## src/rtl/inst_sequencer.sv

```systemverilog
// Purpose: emits the 34-bit core instruction word for one full tile pass.
// Latency: inst/busy/done are registered; the first W_FETCH word appears the cycle after start.
// Backpressure: the write-back phase stalls while ofifo_valid is low; there is no timeout.
module inst_sequencer #(
   parameter int row    = 8,
   parameter int col    = 8,
   parameter int addr_w = 11
) (
   input  logic              clk,
   input  logic              reset,
   input  logic              start,
   input  logic              acc,
   input  logic [addr_w-1:0] num_act,
   input  logic [addr_w-1:0] w_base,
   input  logic [addr_w-1:0] a_base,
   input  logic [addr_w-1:0] p_base,
   input  logic              ofifo_valid,
   output logic [33:0]       inst,
   output logic              busy,
   output logic              done
);

   localparam int CNT_W = addr_w + 1;
   localparam logic [33:0]       IDLE_WORD  = 34'h1_800C_0000;
   localparam logic [CNT_W-1:0]  CNT_ONE    = CNT_W'(1);
   localparam logic [addr_w-1:0] ADDR_ONE   = addr_w'(1);
   localparam logic [CNT_W-1:0]  COL_LEN    = CNT_W'(col);
   localparam logic [CNT_W-1:0]  LOAD_LAST  = CNT_W'(col - 1);
   localparam logic [CNT_W-1:0]  DRAIN_LAST = CNT_W'(row + col - 1);

   typedef enum logic [2:0] {
      ST_IDLE, ST_W_FETCH, ST_W_LOAD, ST_W_DRAIN,
      ST_A_FETCH, ST_EXEC, ST_WB, ST_DONE
   } state_t;

   state_t            state_q, state_d;
   logic [CNT_W-1:0]  cnt_q, cnt_d;
   logic [addr_w-1:0] rd_cnt_q, rd_cnt_d;
   logic [addr_w-1:0] wr_cnt_q, wr_cnt_d;
   logic              acc_q, acc_d;
   logic [addr_w-1:0] num_q, num_d;
   logic [addr_w-1:0] w_base_q, w_base_d;
   logic [addr_w-1:0] a_base_q, a_base_d;
   logic [addr_w-1:0] p_base_q, p_base_d;
   logic [33:0]       inst_q, inst_d;
   logic              busy_q, busy_d;
   logic              done_q, done_d;
   logic              rd_issue, wr_issue;

   // Next state, phase counter, config latch and write-back read/write issue.
   always_comb begin
      state_d  = state_q;
      cnt_d    = cnt_q;
      rd_cnt_d = rd_cnt_q;
      wr_cnt_d = wr_cnt_q;
      acc_d    = acc_q;
      num_d    = num_q;
      w_base_d = w_base_q;
      a_base_d = a_base_q;
      p_base_d = p_base_q;
      rd_issue = 1'b0;
      wr_issue = 1'b0;
      case (state_q)
         ST_IDLE: begin
            if (start) begin
               state_d  = ST_W_FETCH;
               cnt_d    = '0;
               rd_cnt_d = '0;
               wr_cnt_d = '0;
               acc_d    = acc;
               num_d    = num_act;
               w_base_d = w_base;
               a_base_d = a_base;
               p_base_d = p_base;
            end
         end
         ST_W_FETCH: begin
            if (cnt_q == COL_LEN) begin
               state_d = ST_W_LOAD;
               cnt_d   = '0;
            end else begin
               cnt_d = cnt_q + CNT_ONE;
            end
         end
         ST_W_LOAD: begin
            if (cnt_q == LOAD_LAST) begin
               state_d = ST_W_DRAIN;
               cnt_d   = '0;
            end else begin
               cnt_d = cnt_q + CNT_ONE;
            end
         end
         ST_W_DRAIN: begin
            if (cnt_q == DRAIN_LAST) begin
               state_d = (num_q != '0) ? ST_A_FETCH : ST_DONE;
               cnt_d   = '0;
            end else begin
               cnt_d = cnt_q + CNT_ONE;
            end
         end
         ST_A_FETCH: begin
            if (cnt_q == {1'b0, num_q}) begin
               state_d = ST_EXEC;
               cnt_d   = '0;
            end else begin
               cnt_d = cnt_q + CNT_ONE;
            end
         end
         ST_EXEC: begin
            if (cnt_q == ({1'b0, num_q} - CNT_ONE)) begin
               state_d = ST_WB;
               cnt_d   = '0;
            end else begin
               cnt_d = cnt_q + CNT_ONE;
            end
         end
         ST_WB: begin
            if (wr_cnt_q == num_q) begin
               state_d = ST_DONE;
            end
         end
         ST_DONE: begin
            state_d = ST_IDLE;
         end
         default: begin
            state_d = ST_IDLE;
         end
      endcase
      // A pop is issued only when the FIFO showed data; its pmem write lands one cycle later.
      if (state_d == ST_WB) begin
         if ((rd_cnt_q != num_q) && ofifo_valid) begin
            rd_issue = 1'b1;
            rd_cnt_d = rd_cnt_q + ADDR_ONE;
         end
         if (inst_q[6]) begin
            wr_issue = 1'b1;
            wr_cnt_d = wr_cnt_q + ADDR_ONE;
         end
      end
   end

   // Decode the word for the cycle being entered so inst lines up with state_q.
   always_comb begin
      inst_d = IDLE_WORD;
      busy_d = (state_d != ST_IDLE);
      done_d = (state_d == ST_DONE);
      case (state_d)
         ST_W_FETCH: begin
            if (cnt_d < COL_LEN) begin
               inst_d[19]   = 1'b0;
               inst_d[17:7] = w_base_d + cnt_d[addr_w-1:0];
            end
            inst_d[2] = (cnt_d != '0);
         end
         ST_W_LOAD: begin
            inst_d[3] = 1'b1;
            inst_d[0] = 1'b1;
         end
         ST_A_FETCH: begin
            if (cnt_d < {1'b0, num_d}) begin
               inst_d[19]   = 1'b0;
               inst_d[17:7] = a_base_d + cnt_d[addr_w-1:0];
            end
            inst_d[2] = (cnt_d != '0);
         end
         ST_EXEC: begin
            inst_d[3] = 1'b1;
            inst_d[1] = 1'b1;
         end
         ST_WB: begin
            inst_d[6] = rd_issue;
            if (wr_issue) begin
               inst_d[33]    = acc_d;
               inst_d[32]    = 1'b0;
               inst_d[31]    = 1'b0;
               inst_d[30:20] = p_base_d + wr_cnt_q;
            end
         end
         default: begin
            inst_d = IDLE_WORD;
         end
      endcase
   end

   // State, counters, latched config and registered outputs.
   always_ff @(posedge clk or negedge reset) begin
      if (!reset) begin
         state_q  <= ST_IDLE;
         cnt_q    <= '0;
         rd_cnt_q <= '0;
         wr_cnt_q <= '0;
         acc_q    <= 1'b0;
         num_q    <= '0;
         w_base_q <= '0;
         a_base_q <= '0;
         p_base_q <= '0;
         inst_q   <= IDLE_WORD;
         busy_q   <= 1'b0;
         done_q   <= 1'b0;
      end else begin
         state_q  <= state_d;
         cnt_q    <= cnt_d;
         rd_cnt_q <= rd_cnt_d;
         wr_cnt_q <= wr_cnt_d;
         acc_q    <= acc_d;
         num_q    <= num_d;
         w_base_q <= w_base_d;
         a_base_q <= a_base_d;
         p_base_q <= p_base_d;
         inst_q   <= inst_d;
         busy_q   <= busy_d;
         done_q   <= done_d;
      end
   end

   assign inst = inst_q;
   assign busy = busy_q;
   assign done = done_q;

endmodule

```

## config.mk

```make
export PLATFORM = sky130hd
export DESIGN_NAME = inst_sequencer
export DESIGN_NICKNAME = d
export VERILOG_FILES = /design/src/rtl/inst_sequencer.sv
export SDC_FILE = /design/constraint.sdc
export NUM_CORES = 1
export LEC_CHECK = 0
export BUFFER_PORTS_ARGS = -buffer_cell sky130_fd_sc_hd__buf_2
export CORE_AREA = 5 5 117 119
export DETAILED_ROUTE_END_ITERATION = 16
export DIE_AREA = 0 0 122 124
export MAX_ROUTING_LAYER = met4
export PLACE_DENSITY = 0.84
export SETUP_SLACK_MARGIN = 0.02
export SLEW_MARGIN = 20
export SYNTH_ARGS = -nofsm -noshare
export SYNTH_HDL_FRONTEND = slang
export SYNTH_SLANG_ARGS = --single-unit
```

## constraint.sdc

```tcl
create_clock -name clk -period 7.04 [get_ports clk]
set_input_delay 1.056 -clock clk [delete_from_list [all_inputs] [get_ports clk]]
set_output_delay 1.056 -clock clk [all_outputs]
set_load 0.05 [all_outputs]
```

==> results by stage <==
Setup path:
- The category of the critical setup timing path is reg -> reg.
- The arrival time at the worst endpoint is 6030 ps.
- The required time reported for the critical path endpoint is 7340 ps.
- The count of cells along the worst register-to-register path is 20.
- In this run the critical register-to-register path is captured at inst[17].
- The largest fanout of any net on the critical path is 20.
- Among the stages of the critical path, the cell type that occurs most often is ha_1.
- The number of buffer and inverter instances along the worst setup path is 1.
- Traced cell by cell, the critical path runs through inv_1 > ha_1 > nand2b_1 > o211a_1 > o31ai_1 > nand4_1 > o31ai_2 > and2_1 > mux2i_1 > ha_1 > fa_1 > a21o_1 > a211oi_1 > nor2_1 > or4_1 > a31o_2 > a21oi_1 > xnor2_1 > xor2_1 > a22o_1.
- The cell with the largest stage delay on the worst path is dfrtp_1.
- STA classifies the critical path startpoint as a register.
- Setup slack on the worst reg-to-reg path comes out at 1320 ps.
- The launch point of the critical path is num_q[1].
- The maximum single-stage delay on the critical path is 580 ps.
- The gate family responsible for the most delay along the worst path is compound AO/OA/AOI/OAI gates.
- The start of the worst register-to-register path is num_q[1].
- STA classifies the critical path endpoint as a register.

Logic synthesis:
- In the synthesized netlist the async set-or-reset flop fraction comes to 1.00.
- Of the total synthesized cell area, the portion taken by XOR and XNOR cells is 0.0859.
- The fraction of synthesized cell area taken by the top area cell type is 0.387.
- After synthesis the cells add up to 7240 um^2.
- For this run, the register share of the synthesized area comes to 0.394.
- After synthesis the netlist holds a flip-flop and latch count of 114.
- In this run, distinct cell masters in the synthesized netlist total 68.
- The number of synthesized flops with an enable pin is 0.
- By area the synthesized netlist is led by dfrtp_1 39%, nand2_1 7.9%, ha_1 7.8%.
- Measured against the total synthesized area, the mux share comes to 0.0359.
- After synthesis, the largest family of logic cells by area is simple AND/OR/NAND/NOR gates.
- Of the total synthesized cell area, the portion taken by AND, OR, NAND and NOR gates is 0.212.
- The warning count from the yosys run is 0.
- The post-synthesis compound-gate area fraction is 0.133.
- After technology mapping, the gate count stands at 800.
- Of the total synthesized cell area, the portion taken by full adders, half adders and majority gates is 0.0861.
- The cell type contributing the most total cell area after synthesis is dfrtp_1.
- The predominant post-synthesis flop cell is dfrtp_1.
- The average size of a mapped cell is 9.05 um^2.

Route:
- The via count of the routed design is 5,976.
- The initial DRC count is 552.
- The number of routed nets with antenna violations is 0.
- The total iterations of the first detailed-routing run is 5.
- In the final routed layout, each cell accounts on average for 17.0 um.
- Summed over all layers, the routed wires come to 17,800 um.
- After detailed routing, the number of remaining DRC violations is 0.
- In the routed layout, each cell is associated on average with a via count of 5.73.

Global routing:
- The leftover overflow at the end of global routing is 0.
- The global-route wire length before repair is 28,800 um.
- The largest net degree at the start of global routing is 69.
- Across every metal layer, demand over resource in global routing totals 0.253.
- The via count of the first global-routing pass came to 5,805.
- The initial antenna violation count is 0.

CTS:
- In this run the number of H-tree levels came out at 4.
- The cell sitting at the root of the clock tree is a clkbuf_16.
- The number of hold buffers added after CTS was 0.
- The later pin in the worst-skew pair is clocked with a latency of 420 ps.
- The number of gates resized after cts is 0.
- The longest clock path from root to sink contains 2 buffers.
- TritonCTS created 17 clock buffers.
- Clock-pin slew was measured on the worst setup and hold paths at 50 ps.
- In this run the post-CTS setup repair buffer count came out at 0.
- TritonCTS built the clock tree.
- The number of sinks on the clock net is 114.

Min path:
- The worst hold path was traced through 2 stages.
- For hold timing, the worst endpoint is p_base_q[6].
- The classification of the worst-slack hold path is reg -> reg.
- The origin of the worst min-delay path is p_base_q[6].

Place:
- Summing all placed instances gives a cell area of 7660 um^2.
- The half-perimeter wire length after placement is 12,500 um.
- The number of buffers added on ports is 81.
- The last weighted congestion value of the routability-driven placer is 0.950.

Outcome:
- The run finished with clean final reports.

STA:
- The post-route fraction of the period consumed by the critical path is 0.813.
- Setup violations remaining at the end of the flow were counted as 0.
- The worst slew slack as a fraction of its limit is 0.379.
- The final hold violation count was 0.
- Setup repair after global routing left no endpoint under its margin.
- The setup skew after layout is 8.83 ps.
- The final critical path time including I/O delays and setup is 5720 ps.
- The number of pins exceeding their max-slew limit in the final report came to 0.
- At the pin with the least slew margin, the transition time is 932 ps.
- Based on the critical path, the design can be clocked at up to 175 MHz.
- After routing, the total negative slack on setup checks comes to 0 ps.

Final layout:
- After filler insertion, the fill cell instance count of the layout stands at 953.
- From synthesis to final layout, the design area changed by 14.5%.
- The finished cells cover 8290 um^2.
- The final layout contains 955 nets.
- 0 antenna diodes ended up in the layout.
- The leading cell type in the layout, fill and taps excluded is nand2_1.
- In the layout the commonest cells are 153 x nand2_1, 112 x dfrtp_1, 80 x buf_2.
- The layout cell share with drive strength beyond 1 is 0.161.

Power and ir drop:
- The power density over cell area is 456 nW/um^2.
- In this run the static leakage power is 4.21 nW.
- Across the VDD grid, the largest voltage drop is 248 uV.

Floorplan:
- The floorplan step defined a die boundary enclosing 15,100 um^2.
- From left edge to right edge, the die measures 122 um.
- In this run the core area contains 41 standard-cell rows.
- The initial utilization of the core area, before any placement, comes to 0.581.
- The number of ports placed on the die boundary is 85.
- The core footprint is 12,500 um^2.
- The height of the die is 124 um.

Job:
- The tool flagged a number of max-cap violations equal to 0.
## cells in the mapped netlist, types with 3 or more instances
cell	number
or2_2	3
inv_1	34
nor2b_1	5
or3_1	3
nand4_1	20
and3_1	16
nor2_1	26
a22oi_1	3
a22o_2	3
o21bai_1	7
nor4_1	15
mux2i_1	26
xnor2_1	49
o31ai_1	8
buf_4	5
buf_6	4
and2_1	5
xor2_1	22
a31oi_1	3
a21oi_1	38
or4_1	3
o21ai_0	29
a31o_2	3
a22o_1	8
ha_1	45
nand2_1	153
dfrtp_1	112
and4_1	3
a21o_1	14
nand3_1	28
clkbuf_1	28
fa_1	3
buf_2	9
a211oi_1	4
nand2b_1	6
nor3_1	14
## routing by layer
layer	track usage	up-vias	share of wire
li1	-	2924	-
met4	0.0777	0	0.016
met3	0.0568	29	0.056
met5	-	-	0
met2	0.415	184	0.49
met1	0.315	2839	0.44
## final cells by class
type,count,area (um^2),share of cell area
Inverter,36,138,0.0166
Timing Repair Buffer,85,438,0.0528
Sequential cell,114,2860,0.344
Clock buffer,22,474,0.0572
Tap cell,172,215,0.0260
Multi-Input combinational cell,604,4020,0.484
Clock inverter,10,155,0.0187
## stage by stage
stage | hold slack [ps] | worst slack (ps) | cells | utilization | total power, mW
after floorplan | 439 | 2160 | 801 | - | 2.46
after global placement | 453 | 1490 | 1011 | 0.615 | 2.79
after detailed placement | 466 | 1380 | 1011 | 0.615 | 2.83
after CTS | 480 | 1350 | 1043 | 0.665 | 3.78
after global routing | 496 | 955 | 1043 | 0.665 | 4.06
final | 479 | 1320 | 1043 | 0.665 | 3.78
## logic make-up (layout without fill, tap and decap cells)
logic type,after synthesis,in the layout
AND/OR/NAND/NOR,313,313
AO/OA/AOI/OAI,143,143
flip-flops,114,114
buffers and inverters,83,153
XOR/XNOR,71,71
adder cells (fa/ha/maj),48,48
multiplexers,26,26
other,2,3
## report_power, final
part | total [mW] | internal [mW] | switching (mW)
clock network | 0.916 | 0.617 | 0.299
registers | 1.08 | 0.833 | 0.243
logic | 1.79 | 0.722 | 1.07
total | 3.78 | 2.17 | 1.61
## worst reg2reg max path, stage by stage (launching register included)
cell,delay [ps]
dfrtp_1,580
inv_1,130
ha_1,300
nand2b_1,190
o211a_1,150
o31ai_1,310
nand4_1,160
o31ai_2,380
and2_1,570
mux2i_1,290
ha_1,340
fa_1,420
a21o_1,210
a211oi_1,230
nor2_1,90
or4_1,430
a31o_2,250
a21oi_1,170
xnor2_1,90
xor2_1,140
a22o_1,190
## worst max-delay path by stage
stage               end  cells after the start
4_1_cts        inst[17]                     20
3_5_place_dp   inst[17]                     20
6_report       inst[17]                     20
3_3_place_gp   inst[17]                     18
2_1_floorplan  inst[17]                     20
5_1_grt        inst[17]                     20
## state kept, by name, indices dropped and copies added, names as in the netlist
name,cells
a_base_q,11
acc_q,1
busy,1
cnt_q,12
done,1
inst,30
num_q,11
p_base_q,11
rd_cnt_q,11
state_q,3
w_base_q,11
wr_cnt_q,11
Note: power is estimated with default switching activity, not from simulation.
